**config.mk**
```make
export PLATFORM = sky130hd
export DESIGN_NAME = bm_dag1_sym_packer_flat
export DESIGN_NICKNAME = d
export VERILOG_FILES = /design/src/rtl/bm_dag1_sym_packer_if.sv /design/src/rtl/bm_dag1_sym_packer.sv /design/src/flat_wrapper.sv
export SDC_FILE = /design/constraint.sdc
export NUM_CORES = 1
export LEC_CHECK = 0
export BUFFER_PORTS_ARGS = -buffer_cell sky130_fd_sc_hd__buf_4
export CORE_MARGIN = 2
export CORE_UTILIZATION = 41
export DETAILED_ROUTE_END_ITERATION = 16
export MAX_ROUTING_LAYER = met4
export PLACE_DENSITY = 0.64
export RECOVER_POWER = 100
export SLEW_MARGIN = 30
export SYNTH_ARGS = -nofsm -noshare
export SYNTH_HDL_FRONTEND = slang
export SYNTH_SLANG_ARGS = --single-unit
```
**constraint.sdc**
```tcl
create_clock -name clock -period 3.75 [get_ports clock]
set_clock_uncertainty 0.05 [all_clocks]
set_input_delay 0.75 -clock clock [delete_from_list [all_inputs] [get_ports clock]]
set_output_delay 0.75 -clock clock [all_outputs]
set_load 0.05 [all_outputs]
```
**src/rtl/bm_dag1_sym_packer_if.sv**
```systemverilog
// Symbol-in / packed-word-out bundle for the dag1 symbol packer.
// Optional flush line exists only when DAG1_PACK_FLUSH_EN is defined.
interface bm_dag1_sym_packer_if #(
  parameter int BITS = 2,
  parameter int SYMS = 4
);
  logic [BITS-1:0]      sym_in;
  logic                 sym_valid;
  logic [BITS*SYMS-1:0] word_out;
  logic                 word_valid;
  logic                 word_ready;
`ifdef DAG1_PACK_FLUSH_EN
  logic                 flush;

  modport master (
    output sym_in, sym_valid, word_ready, flush,
    input  word_out, word_valid
  );

  modport slave (
    input  sym_in, sym_valid, word_ready, flush,
    output word_out, word_valid
  );
`else
  modport master (
    output sym_in, sym_valid, word_ready,
    input  word_out, word_valid
  );

  modport slave (
    input  sym_in, sym_valid, word_ready,
    output word_out, word_valid
  );
`endif
endinterface

```
**src/rtl/bm_dag1_sym_packer.sv**
```systemverilog
// Packs BITS-wide symbols LSB-first into words and buffers them in a FIFO.
// Define DAG1_PACK_FLUSH_EN to add a flush input that pushes partial words.
module bm_dag1_sym_packer #(
  parameter int BITS = 2,
  parameter int SYMS = 4,
  parameter int AW   = 2
) (
  input  logic                  clock,
  input  logic                  resetn,
  bm_dag1_sym_packer_if.slave   bus,
  output logic [AW:0]           fill_level,
  output logic                  overflow
);

  localparam int W     = BITS * SYMS;
  localparam int DEPTH = 1 << AW;
  localparam int CW    = (SYMS > 1) ? $clog2(SYMS) : 1;

  typedef enum logic [1:0] {
    EMPTY,
    ACTIVE,
    FULL
  } state_t;

  state_t          state, state_nxt;
  logic [CW-1:0]   pack_cnt;
  logic [W-1:0]    shift_q, shift_nxt;
  logic [W-1:0]    mem [DEPTH];
  logic [W-1:0]    last_q;
  logic [AW-1:0]   rd_ptr, wr_ptr;
  logic [AW:0]     fill_q;
  logic            last_sym, push_req;
  logic            push, pop, drop;

  always_comb begin
    shift_nxt = shift_q;
    for (int i = 0; i < SYMS; i++) begin
      if (bus.sym_valid && pack_cnt == CW'(i))
        shift_nxt[i*BITS +: BITS] = bus.sym_in;
    end
  end

  assign last_sym = bus.sym_valid &&
                    (pack_cnt == CW'(SYMS - 1));

`ifdef DAG1_PACK_FLUSH_EN
  assign push_req = last_sym ||
                    (bus.flush &&
                     (bus.sym_valid || pack_cnt != '0));
`else
  assign push_req = last_sym;
`endif

  // A pop frees the slot a same-edge push lands in.
  assign pop  = bus.word_ready && (state != EMPTY);
  assign push = push_req && ((state != FULL) || pop);
  assign drop = push_req && !push;

  always_comb begin
    state_nxt = state;
    unique case (state)
      EMPTY: begin
        if (push)
          state_nxt = ACTIVE;
      end
      ACTIVE: begin
        if (push && !pop &&
            fill_q == (AW+1)'(DEPTH - 1))
          state_nxt = FULL;
        else if (pop && !push &&
                 fill_q == (AW+1)'(1))
          state_nxt = EMPTY;
      end
      FULL: begin
        if (pop && !push)
          state_nxt = ACTIVE;
      end
      default: state_nxt = EMPTY;
    endcase
  end

  always_ff @(posedge clock) begin
    if (!resetn) begin
      state    <= EMPTY;
      pack_cnt <= '0;
      shift_q  <= '0;
      rd_ptr   <= '0;
      wr_ptr   <= '0;
      fill_q   <= '0;
      last_q   <= '0;
      overflow <= 1'b0;
      for (int i = 0; i < DEPTH; i++)
        mem[i] <= '0;
    end else begin
      state <= state_nxt;
      if (push_req) begin
        pack_cnt <= '0;
        shift_q  <= '0;
      end else if (bus.sym_valid) begin
        pack_cnt <= pack_cnt + 1'b1;
        shift_q  <= shift_nxt;
      end
      if (push) begin
        mem[wr_ptr] <= shift_nxt;
        wr_ptr      <= wr_ptr + 1'b1;
      end
      if (pop) begin
        last_q <= mem[rd_ptr];
        rd_ptr <= rd_ptr + 1'b1;
      end
      fill_q <= fill_q + (AW+1)'(push)
                       - (AW+1)'(pop);
      if (drop)
        overflow <= 1'b1;
    end
  end

  // Once drained, keep showing the word that was last handed out.
  assign bus.word_out   = (state == EMPTY) ? last_q
                                           : mem[rd_ptr];
  assign bus.word_valid = (state != EMPTY);
  assign fill_level     = fill_q;

endmodule

```
**src/flat_wrapper.sv**
```systemverilog
// flat-port wrapper written by rule: the top's interface ports become plain ports
module bm_dag1_sym_packer_flat 
#(
  parameter int BITS = 2,
  parameter int SYMS = 4,
  parameter int AW   = 2
)
  (clock, resetn, fill_level, overflow, bus_sym_in, bus_sym_valid, bus_word_ready, bus_word_out, bus_word_valid);
  bm_dag1_sym_packer_if #(.BITS(BITS), .SYMS(SYMS)) bus_i ();
  input  logic clock;
  input  logic resetn;
  output logic [AW:0] fill_level;
  output logic overflow;
  input wire logic [$bits(bus_i.sym_in)-1:0] bus_sym_in;
  input wire logic [$bits(bus_i.sym_valid)-1:0] bus_sym_valid;
  input wire logic [$bits(bus_i.word_ready)-1:0] bus_word_ready;
  output wire logic [$bits(bus_i.word_out)-1:0] bus_word_out;
  output wire logic [$bits(bus_i.word_valid)-1:0] bus_word_valid;
  assign bus_i.sym_in = bus_sym_in;
  assign bus_i.sym_valid = bus_sym_valid;
  assign bus_i.word_ready = bus_word_ready;
  assign bus_word_out = bus_i.word_out;
  assign bus_word_valid = bus_i.word_valid;
  bm_dag1_sym_packer #(.BITS(BITS), .SYMS(SYMS), .AW(AW)) u_core (.clock(clock), .resetn(resetn), .bus(bus_i), .fill_level(fill_level), .overflow(overflow));
endmodule
```
# == After elaboration in Yosys (flattened, before gate mapping) ==
# Memories as Yosys holds them, arrays and structs flattened. A register that Yosys moved wholly into a read port is not among the register bits.
# Cells that the tools add are included.
# Widths: inputs -> output; s select.
# totals
mem_bits_ro,0
out_inout_bits,13
memories,1
mem_bits_rw,32
wordCells,65
latch_bits,0
inputBits,6
regBits,28
# mem_list
name,depth,width,rd,rd_clocked_by_memory_dff,wr,line_no,source
u_core.mem,4,8,1,1,4,bm_dag1_sym_packer.sv:28,logic [W-1:0] mem [DEPTH];
# classes
n_shift,0
n_div,0
n_lt_le_gt_ge,0
n_mux,19
add_sub_neg,5
reduce_logical,20
n_mul,0
n_bitwise,1
eq_ne,11
# op_table
op,n
$mux 2,11
$mux 8,2
$logic_and 1x1->1,11
$reduce_or 8->1,1
$add 2x1->2 const B,3
$eq 2x2->1 const B,3
$pmux 2 s3,1
$mux 1,5
$eq 2x1->1 const B,2
$logic_not 2->1,2
$ne 2x1->1 const B,2
$add 3x1->3,1
$eq 3x1->1 const B,1
$eq 3x2->1 const B,1
$ne 3x1->1 const B,1
$reduce_and 3->1,1
$sub 3x1->3,1
$logic_not 1->1,2
$ne 2x2->1 const B,1
$reduce_bool 2->1,1
$reduce_or 2->1,1
$logic_or 1x1->1,1
$not 1->1,1

# == Longest topological paths before layout ==
# Gate-level depths: netlist of the first run.
# depth
word_depth,10
ltp_mapped,10
mapped_depth_nobuf,8

# == Worst setup path after synthesis of the first run ==
# OpenSTA, ideal clock, no wires.
# synth_path
kind,input-to-reg
start,input port bus_word_ready
end,"register u_core.fill_q[2], in the netlist u_core.fill_level[2]"
slack_ns,1.146
cell_stages,10
n_path_buf,2
t_arrival_ns,2.440
setup_time_ns,0.115
required_time_ns,3.585
cell_sequence,clkbuf_2 > o21a_1 > buf_2 > ha_1 > inv_1 > ha_1 > fa_1 > xnor2_1 > xnor2_1 > and2_1
# synth_via
elab_chain_len,5
# synth_lines
item,line_no,source
start: declaration,flat_wrapper.sv:16,input wire logic [$bits(bus_i.word_ready)-1:0] bus_word_ready;
$logic_and 1x1->1 *,bm_dag1_sym_packer.sv:55,assign pop = bus.word_ready && (state != EMPTY);
$logic_or 1x1->1,bm_dag1_sym_packer.sv:56,assign push = push_req && ((state != FULL) || pop);
$logic_and 1x1->1,bm_dag1_sym_packer.sv:56,
$add 3x1->3,bm_dag1_sym_packer.sv:111,fill_q <= fill_q + (AW+1)'(push)
$sub 3x1->3 *,bm_dag1_sym_packer.sv:112,- (AW+1)'(pop);
end signal: assignment,bm_dag1_sym_packer.sv:111,
end: declaration,bm_dag1_sym_packer.sv:31,logic [AW:0] fill_q;
# Every way passes the cells marked *; elsewhere a longest branch is shown, timed or not.
# A chain may end at the register's enable or synchronous reset.

==> metrics.json, run 1 <==
{
  "dp_hpwl": {"value": 3.43, "unit": "mm"},
  "clkSinkCount": {"value": 62},
  "rsz0062_at_grt": {"value": "no"},
  "antenna_found_initial": {"value": 0},
  "tightest_slew": {"value": 0.998, "unit": "ns"},
  "gp_congestion": {"value": 0.775},
  "syn2layout_area_growth": {"value": 11.3, "unit": "%"},
  "yosysWarnings": {"value": 0},
  "initial_core_util": {"value": 42.8, "unit": "%"},
  "die_height": {"value": 85.9, "unit": "um"},
  "drive_above_1_share": {"value": 13.0, "unit": "%"},
  "irDropWorstVdd": {"value": 0.172, "unit": "mV"},
  "max_stage_delay": {"value": 0.67, "unit": "ns"},
  "finalWirelength": {"value": 4.84, "unit": "mm"},
  "via_count": {"value": 1724},
  "postCtsHoldBufs": {"value": 0},
  "clk_pin_slew": {"value": 0.07, "unit": "ns"},
  "worst-r2r-cell-count": {"value": 7},
  "synth_cells": {"value": 233},
  "outcome": {"value": "finished, violations left"},
  "synth_flop_cell": {"value": "edfxtp_1"},
  "critPathRequiredTime": {"value": 2.95, "unit": "ns"},
  "cap_violations": {"value": 0},
  "syn-cell-area": {"value": 2750, "unit": "um^2"},
  "asyncSetResetFlopFracSynth": {"value": 0, "unit": "%"},
  "post_cts.repair.setup_buffers": {"value": 0},
  "grt_remaining_overflow": {"value": 0},
  "cp_top_family": {"value": "multiplexers"},
  "holdCritStartpoint": {"value": "u_core.last_q[6]"},
  "drtPass1Iterations": {"value": 10},
  "drt_iter0_markers": {"value": 164},
  "fmaxAchievable": {"value": 335, "unit": "MHz"},
  "grt_first_pass_wirelength": {"value": 8.09, "unit": "mm"},
  "avgRoutedWirePerCell": {"value": 14.6, "unit": "um"},
  "clock_latency": {"value": 0.33, "unit": "ns"},
  "setup.reg_to_reg.worst_slack": {"value": 1.44, "unit": "ns"},
  "cts_buffer_depth": {"value": 2},
  "leakagePower": {"value": 1.13, "unit": "nW"},
  "antenna_cells_inserted": {"value": 0},
  "setup.worst_path.end_class": {"value": "primary output"},
  "ys_ff_latch": {"value": 62},
  "r2r_start": {"value": "u_core.state[1]"},
  "h-tree-depth": {"value": 3},
  "power_density": {"value": 466, "unit": "nW/um^2"},
  "die_width": {"value": 85.9, "unit": "um"},
  "vias_per_cell": {"value": 5.21},
  "worstPathCellList": {"value": "mux4_2 -> mux2_2 -> clkbuf_1"},
  "largest_net_degree_at_the_start_of_global_routing": {"value": 27},
  "timing.final.hold_violations": {"value": 0},
  "worstSetupPathType": {"value": "reg -> out"},
  "synth.yosys.seq_area_share": {"value": 56.8, "unit": "%"},
  "grt_usage": {"value": 14.9, "unit": "%"},
  "cp-start-kind": {"value": "register"},
  "crit_buf_inv": {"value": 1},
  "hold_path_depth": {"value": 2},
  "final_setup_violation_count": {"value": 0},
  "layout_min_cycle_time": {"value": 2.98, "unit": "ns"},
  "violated_checks": {"value": "DRC"},
  "dpl-instance-area": {"value": 2920, "unit": "um^2"},
  "number_of_enable_flip_flop_cells_after_synthesis": {"value": 32},
  "die-area": {"value": 7380, "unit": "um^2"},
  "layout_worst_path_cycle_share": {"value": 79.5, "unit": "%"},
  "stdcell_area": {"value": 3060, "unit": "um^2"},
  "worstReg2RegEnd": {"value": "u_core.fill_level[2]"},
  "crit_path_top_delay_cell": {"value": "dfxtp_1"},
  "detail_route.drc_violations": {"value": 2},
  "tritoncts": {"value": "built"},
  "floorplan.core_area": {"value": 6420, "unit": "um^2"},
  "final_core_utilization": {"value": 47.7, "unit": "%"},
  "setup_total_negative_slack": {"value": 0, "unit": "ns"},
  "synth_cell_type_count": {"value": 40},
  "buffer_ports.inserted": {"value": 18},
  "worstPathMaxFanout": {"value": 8},
  "first_global_vias": {"value": 1599},
  "final_nets": {"value": 262},
  "clock_tree.root_cell": {"value": "clkbuf_8"},
  "timing.max_slew.rel_slack": {"value": 33.5, "unit": "%"},
  "postSynthNetCount": {"value": 246},
  "postSynthAreaPerCell": {"value": 11.8, "unit": "um^2"},
  "fillCellCount": {"value": 599},
  "holdCritPathClass": {"value": "reg -> reg"},
  "rows": {"value": 29},
  "maxSlewViolCount": {"value": 0},
  "timing.critical_path.arrival": {"value": 2.18, "unit": "ns"},
  "numCtsBuffers": {"value": 9},
  "cts_repair_resizes": {"value": 0},
  "io-pin-count": {"value": 19},
  "hold-path-endpoint": {"value": "u_core.last_q[6]"},
  "postRouteAntennaNets": {"value": 0}
}
==> per-layer routing <==
layer	vias up	GRT usage, %	routed length (um)
li1	853	-	-
met1	828	20.6	2380
met2	37	20.4	2180
met3	6	4.04	215
met4	0	6.49	61
met5	-	-	0
==> worst max path at each step <==
stage                   start                   end  slack (ns)  depth (start not counted)
2_1_floorplan  bus_word_ready  u_core.fill_level[2]        1.15                         10
3_3_place_gp   bus_word_ready  u_core.fill_level[2]        1.11                          9
3_5_place_dp   bus_word_ready  u_core.fill_level[2]        1.05                          8
4_1_cts              register       bus_word_out[7]        0.83                          3
5_1_grt              register       bus_word_out[1]        0.62                          3
6_report             register       bus_word_out[1]        0.77                          3
==> cell families (layout without fill, tap and decap cells) <==
kind of cell               count (synthesis)  after routing  synth area share [%]
buffers and inverters                     24             45                  3.91
and+or+nand+nor                           87             87                  14.8
adders and majority gates                  7              7                  3.46
xor gates and xnor gates                   5              5                  1.59
AOI/OAI and AO/OA                         22             22                  5.96
muxes                                     26             26                  13.5
DFF                                       62             62                  56.8
==> power breakdown <==
part	switching, mW	internal, mW
combinational	0.0494	0.0262
clock	0.243	0.366
sequential	0.00950	0.731
total	0.302	1.12
==> placed cells by master, fill, tap and decap left out, types with 2 or more instances in the layout <==
cell and instances:
a21o_1 2, a21oi_1 2, and2_0 3, and2_1 2, and3_1 3, buf_4 5, bufinv_16 2, clkbuf_1 16
clkbuf_8 9, clkinv_1 3, dfxtp_1 30, edfxtp_1 32, ha_1 6, inv_1 9, mux2_2 8, mux2i_1 10
mux4_2 8, nand2_1 15, nand2b_1 3, nand3_1 2, nand3b_1 2, nand4_1 2, nor2_1 46, nor3b_1 2
o21a_1 3, o21ai_0 3, o2bb2ai_1 8, or4_1 2, xnor2_1 4
==> per-stage QoR <==
stage          setup WS [ns]  hold slack (ns)  power [mW]  instances
6_report               0.769            0.406        1.43        331
5_1_grt                0.621            0.433        1.48        331
4_1_cts                0.827            0.409        1.44        331
3_5_place_dp            1.05            0.399       0.836        315
3_3_place_gp            1.11            0.393       0.834        315
2_1_floorplan           1.15            0.388       0.812        233
==> sequential cells by signal, indices dropped and copies added (netlist names), named ones only <==
signal / flops
u_core.state: 2
u_core.fill_level: 3
u_core.rd_ptr: 2
u_core.pack_cnt: 2
u_core.mem: 32
u_core.last_q: 8
u_core.overflow: 1
u_core.wr_ptr: 2
u_core.shift_q: 8
==> area by class of cell <==
type	instances	area [um^2]	area share [%]
clock buffers	10	128	4.17
clock inverters	6	76.3	2.49
inverters	9	33.8	1.10
multi-input cells	147	1070	35.0
flip-flops and latches	62	1560	51.0
well taps	77	96.3	3.15
repair buffers	20	93.8	3.07
==> worst register-to-register path, stage by stage (launching register included) <==
cell and delay (ns):
dfxtp_1 0.47, nor3b_1 0.51, nor2_1 0.15, ha_1 0.24, fa_1 0.38, xnor2_1 0.15, xnor2_1 0.12, and2_0 0.14
==> synth_stat cells, types with 2 or more instances <==
| master | n | share of area (%) |
|---|---|---|
| nor2_1 | 45 | 6.1 |
| edfxtp_1 | 32 | 35 |
| dfxtp_1 | 30 | 22 |
| nand2_1 | 15 | 2.0 |
| mux2i_1 | 10 | 3.6 |
| inv_1 | 9 | 1.2 |
| mux2_2 | 8 | 3.3 |
| mux4_2 | 8 | 6.6 |
| o2bb2ai_1 | 8 | 2.5 |
| buf_2 | 6 | 1.1 |
| clkbuf_1 | 6 | 0.82 |
| ha_1 | 6 | 2.7 |
| and2_1 | 5 | 1.1 |
| xnor2_1 | 4 | 1.3 |
| and3_1 | 3 | 0.68 |
| nand2b_1 | 3 | 0.68 |
| o21a_1 | 3 | 0.82 |
| o21ai_0 | 3 | 0.55 |
| a21o_1 | 2 | 0.55 |
| a21oi_1 | 2 | 0.36 |
| clkbuf_2 | 2 | 0.36 |
| nand3_1 | 2 | 0.36 |
| nand3b_1 | 2 | 0.55 |
| nor3b_1 | 2 | 0.55 |
| or4_1 | 2 | 0.55 |
(Power assumes the default switching activity.)
==> inputs of run 2 (changes only) <==
ABC_AREA = 1   (was unset)
PLACE_DENSITY = 0.66   (was 0.64)
clock period = 2.46 ns   (was 3.75 ns; I/O delays follow)
==> run 2 against run 1 <==
Effect of this change: clock power is 38% higher; non-clock buffer count grew 6; hold slack barely moved; largest cell class unchanged; the run now ends clean.
==> metrics.json, run 2 <==
{
  "outcome": {"value": "finished clean"},
  "setup.worst_path.end_class": {"value": "primary output"},
  "crit_path_top_delay_cell": {"value": "dfxtp_1"},
  "drtPass1Iterations": {"value": 6, "change": "-4"},
  "synth_flop_cell": {"value": "edfxtp_1"},
  "final_nets": {"value": 331, "change": "+26%"},
  "antenna_found_initial": {"value": 0, "change": "unchanged"},
  "syn-cell-area": {"value": 2750, "unit": "um^2", "change": "about the same"},
  "layout_min_cycle_time": {"value": 2.31, "unit": "ns"},
  "synth.area.top_cells": {"value": "edfxtp_1, dfxtp_1, nor2_1"},
  "io-pin-count": {"value": 19, "change": "unchanged"},
  "yosys.area_share.simple": {"value": 17.8, "unit": "%", "change": "+3.0 points"},
  "detail_route.drc_violations": {"value": 0, "change": "-2"},
  "synth_compound_area_share": {"value": 12.2, "unit": "%", "change": "+6.3 points"},
  "rsz0062_at_grt": {"value": "no"},
  "synth.yosys.seq_area_share": {"value": 56.8, "unit": "%", "change": "about the same"},
  "post-layout-total-power": {"value": 2.91, "unit": "mW", "change": "+100%"},
  "vias_per_cell": {"value": 4.93, "change": "-5.3%"},
  "cts_buffer_depth": {"value": 2, "change": "unchanged"},
  "yosysMostFrequentCell": {"value": "nor2_1"},
  "clock_tree.root_cell": {"value": "clkbuf_8"},
  "finalWirelength": {"value": 5.57, "unit": "mm", "change": "+15%"},
  "stdcell_area": {"value": 3130, "unit": "um^2", "change": "+2.2%"},
  "holdCritPathClass": {"value": "in -> reg"},
  "grt_usage": {"value": 17.3, "unit": "%", "change": "+2.4 points"},
  "final_setup_violation_count": {"value": 0, "change": "unchanged"},
  "number_of_enable_flip_flop_cells_after_synthesis": {"value": 32, "change": "unchanged"},
  "synth_area_in_adders": {"value": 3.46, "unit": "%", "change": "about the same"},
  "worstPathMaxFanout": {"value": 9, "change": "+1"},
  "synth_cells": {"value": 289, "change": "+24%"},
  "tritoncts": {"value": "built"},
  "detailedPlace.worstSlack": {"value": 0.408, "unit": "ns", "change": "-0.647 ns"},
  "timing.final.hold_violations": {"value": 0, "change": "unchanged"},
  "leakagePower": {"value": 1.33, "unit": "nW", "change": "+18%"},
  "worstSetupPathType": {"value": "reg -> out"},
  "grt_first_pass_wirelength": {"value": 9.23, "unit": "mm", "change": "+14%"},
  "postCtsHoldBufs": {"value": 0, "change": "unchanged"},
  "critPathRequiredTime": {"value": 1.92, "unit": "ns", "change": "-1.03 ns"},
  "fin_ws": {"value": 0.153, "unit": "ns", "change": "-0.616 ns"},
  "ys_ff_latch": {"value": 62, "change": "unchanged"},
  "most_common_cell_after_layout_fill_and_taps_aside": {"value": "nor2_1"},
  "power_density": {"value": 930, "unit": "nW/um^2", "change": "+100%"},
  "synth_top_area_cell": {"value": "edfxtp_1"},
  "area_share_of_the_largest_cell_type_after_synthesis": {"value": 35.0, "unit": "%", "change": "about the same"},
  "final_core_utilization": {"value": 48.7, "unit": "%", "change": "+1.0 points"},
  "postSynthAreaPerCell": {"value": 9.51, "unit": "um^2", "change": "-19%"},
  "dp_hpwl": {"value": 3.95, "unit": "mm", "change": "+15%"},
  "synth_top_family_by_area": {"value": "simple AND/OR/NAND/NOR gates"},
  "cp_top_family": {"value": "buffers and inverters"},
  "grt_remaining_overflow": {"value": 0, "change": "unchanged"},
  "tightest_slew": {"value": 0.843, "unit": "ns", "change": "-0.154 ns"},
  "h-tree-depth": {"value": 3, "change": "unchanged"},
  "avgRoutedWirePerCell": {"value": 13.9, "unit": "um", "change": "-4.8%"},
  "cp-start-kind": {"value": "register"},
  "dpl-instance-area": {"value": 3000, "unit": "um^2", "change": "+2.7%"},
  "setup_total_negative_slack": {"value": 0, "unit": "ns", "change": "unchanged"},
  "maxSlewViolCount": {"value": 0, "change": "unchanged"},
  "synth_cell_type_count": {"value": 33, "change": "-18%"},
  "gp_congestion": {"value": 0.818, "change": "+5.5%"},
  "post_synth_xor_area_fraction": {"value": 1.28, "unit": "%", "change": "-0.32 points"},
  "initial_core_util": {"value": 42.8, "unit": "%", "change": "about the same"},
  "top_register": {"value": "u_core.mem"},
  "clk_pin_slew": {"value": 0.06, "unit": "ns", "change": "about the same"},
  "die-area": {"value": 7370, "unit": "um^2", "change": "about the same"},
  "drive_above_1_share": {"value": 11.8, "unit": "%", "change": "-1.2 points"},
  "postSynthNetCount": {"value": 302, "change": "+23%"},
  "die_height": {"value": 85.9, "unit": "um", "change": "about the same"},
  "syn2layout_area_growth": {"value": 13.8, "unit": "%"},
  "timing.max_slew.rel_slack": {"value": 43.8, "unit": "%", "change": "+10 points"},
  "buffer_ports.inserted": {"value": 18, "change": "unchanged"},
  "layout_worst_path_cycle_share": {"value": 93.8, "unit": "%"},
  "fmaxAchievable": {"value": 433, "unit": "MHz"},
  "rows": {"value": 29, "change": "unchanged"},
  "largest_net_degree_at_the_start_of_global_routing": {"value": 24, "change": "-11%"},
  "cap_violations": {"value": 0, "change": "unchanged"},
  "die_width": {"value": 85.9, "unit": "um", "change": "about the same"},
  "clock_latency": {"value": 0.34, "unit": "ns", "change": "about the same"},
  "synth.mux.area_fraction": {"value": 2.55, "unit": "%", "change": "-11 points"},
  "worstPathCellList": {"value": "inv_1 -> o21ai_0 -> o22a_1 -> o21ai_1 -> buf_2"},
  "yosysWarnings": {"value": 0, "change": "unchanged"},
  "crit_buf_inv": {"value": 2, "change": "+1"},
  "largest_registers": {"value": "u_core.mem x32, u_core.last_q x8, u_core.shift_q x8"},
  "timing.critical_path.arrival": {"value": 1.76, "unit": "ns", "change": "-0.42 ns"},
  "clkSinkCount": {"value": 62, "change": "unchanged"},
  "largest_register_ff_count": {"value": 32, "change": "unchanged"},
  "asyncSetResetFlopFracSynth": {"value": 0, "unit": "%", "change": "unchanged"},
  "antenna_cells_inserted": {"value": 0, "change": "unchanged"},
  "irDropWorstVdd": {"value": 0.636, "unit": "mV", "change": "+270%"},
  "numCtsBuffers": {"value": 9, "change": "unchanged"},
  "drt_iter0_markers": {"value": 101, "change": "-38%"},
  "first_global_vias": {"value": 1970, "change": "+23%"},
  "layout.cells.most_common_list": {"value": "nor2_1, edfxtp_1, o21ai_0, dfxtp_1"},
  "postRouteAntennaNets": {"value": 0, "change": "unchanged"},
  "synthTopCellsByCount": {"value": "nor2_1, edfxtp_1, o21ai_0, dfxtp_1, inv_1"},
  "via_count": {"value": 1972, "change": "+14%"},
  "max_stage_delay": {"value": 0.41, "unit": "ns", "change": "-0.26 ns"},
  "floorplan.core_area": {"value": 6420, "unit": "um^2", "change": "unchanged"}
}
==> run 2: path summary, 6_finish.rpt <==
check	from	endpoint	slack (ns)	cells past startpoint
max	register	bus_word_out[5]	0.15	5
min	bus_sym_valid	u_core.pack_cnt[0]	0.41	3
max reg2reg	u_core.pack_cnt[0]	u_core.mem[0][7]	0.33	9
min reg2reg	u_core.shift_q[7]	u_core.shift_q[7]	0.41	2
==> run 2: area by class of cell <==
class | instances | area (um^2)
Clock buffer | 16 | 190
Fill cell | 617 | 3300
Inverter | 32 | 121
Tap cell | 77 | 96.3
Sequential cell | 62 | 1560
Timing Repair Buffer | 26 | 151
Multi-Input combinational cell | 187 | 1000
==> run 2: per-stage QoR <==
step,hold WS (ns),cells
finish,0.407,400
detailed placement,0.398,384
floorplan,0.377,289
global placement,0.393,384
CTS,0.414,400
global route,0.426,400
==> run 2: cells by family (layout without fill, tap and decap cells) <==
group           after synthesis  count (layout)
compound gates               60              60
buf+inv                      40              74
flops                        62              62
xor+xnor                      4               4
simple gates                109             109
fa+ha+maj                     7               7
mux                           7               7
==> run 2: layer usage <==
metal	routed length, um	part of all wire [%]	up-vias	GRT usage, %
li1	-	-	1013	-
met1	2690	48	919	21.3
met2	2610	47	32	26.4
met3	212	3.8	8	6.45
met4	61	1.1	0	5.77
met5	0	0	-	-
==> run 2: what timing repair did <==
action / in CTS / in global routing
buffers inserted: 0 / 0
setup endpoints to repair: 0 / 2
resized for setup: 0 / 1
endpoints found under the hold margin: 0 / 0
==> run 2: worst register-to-register path, delay by kind of cell, from the launching register on <==
kind	cells	cell delay (ns)
adder cells (fa/ha/maj)	1	0.16
buffers and inverters	2	0.24
flip-flops	1	0.39
AND/OR/NAND/NOR	6	0.96
==> run 2: power breakdown <==
part / total, mW / switching (mW) / internal, mW
logic: 0.822 / 0.582 / 0.241
clock network: 0.843 / 0.365 / 0.478
registers: 1.24 / 0.0682 / 1.18
total: 2.91 / 1.01 / 1.89
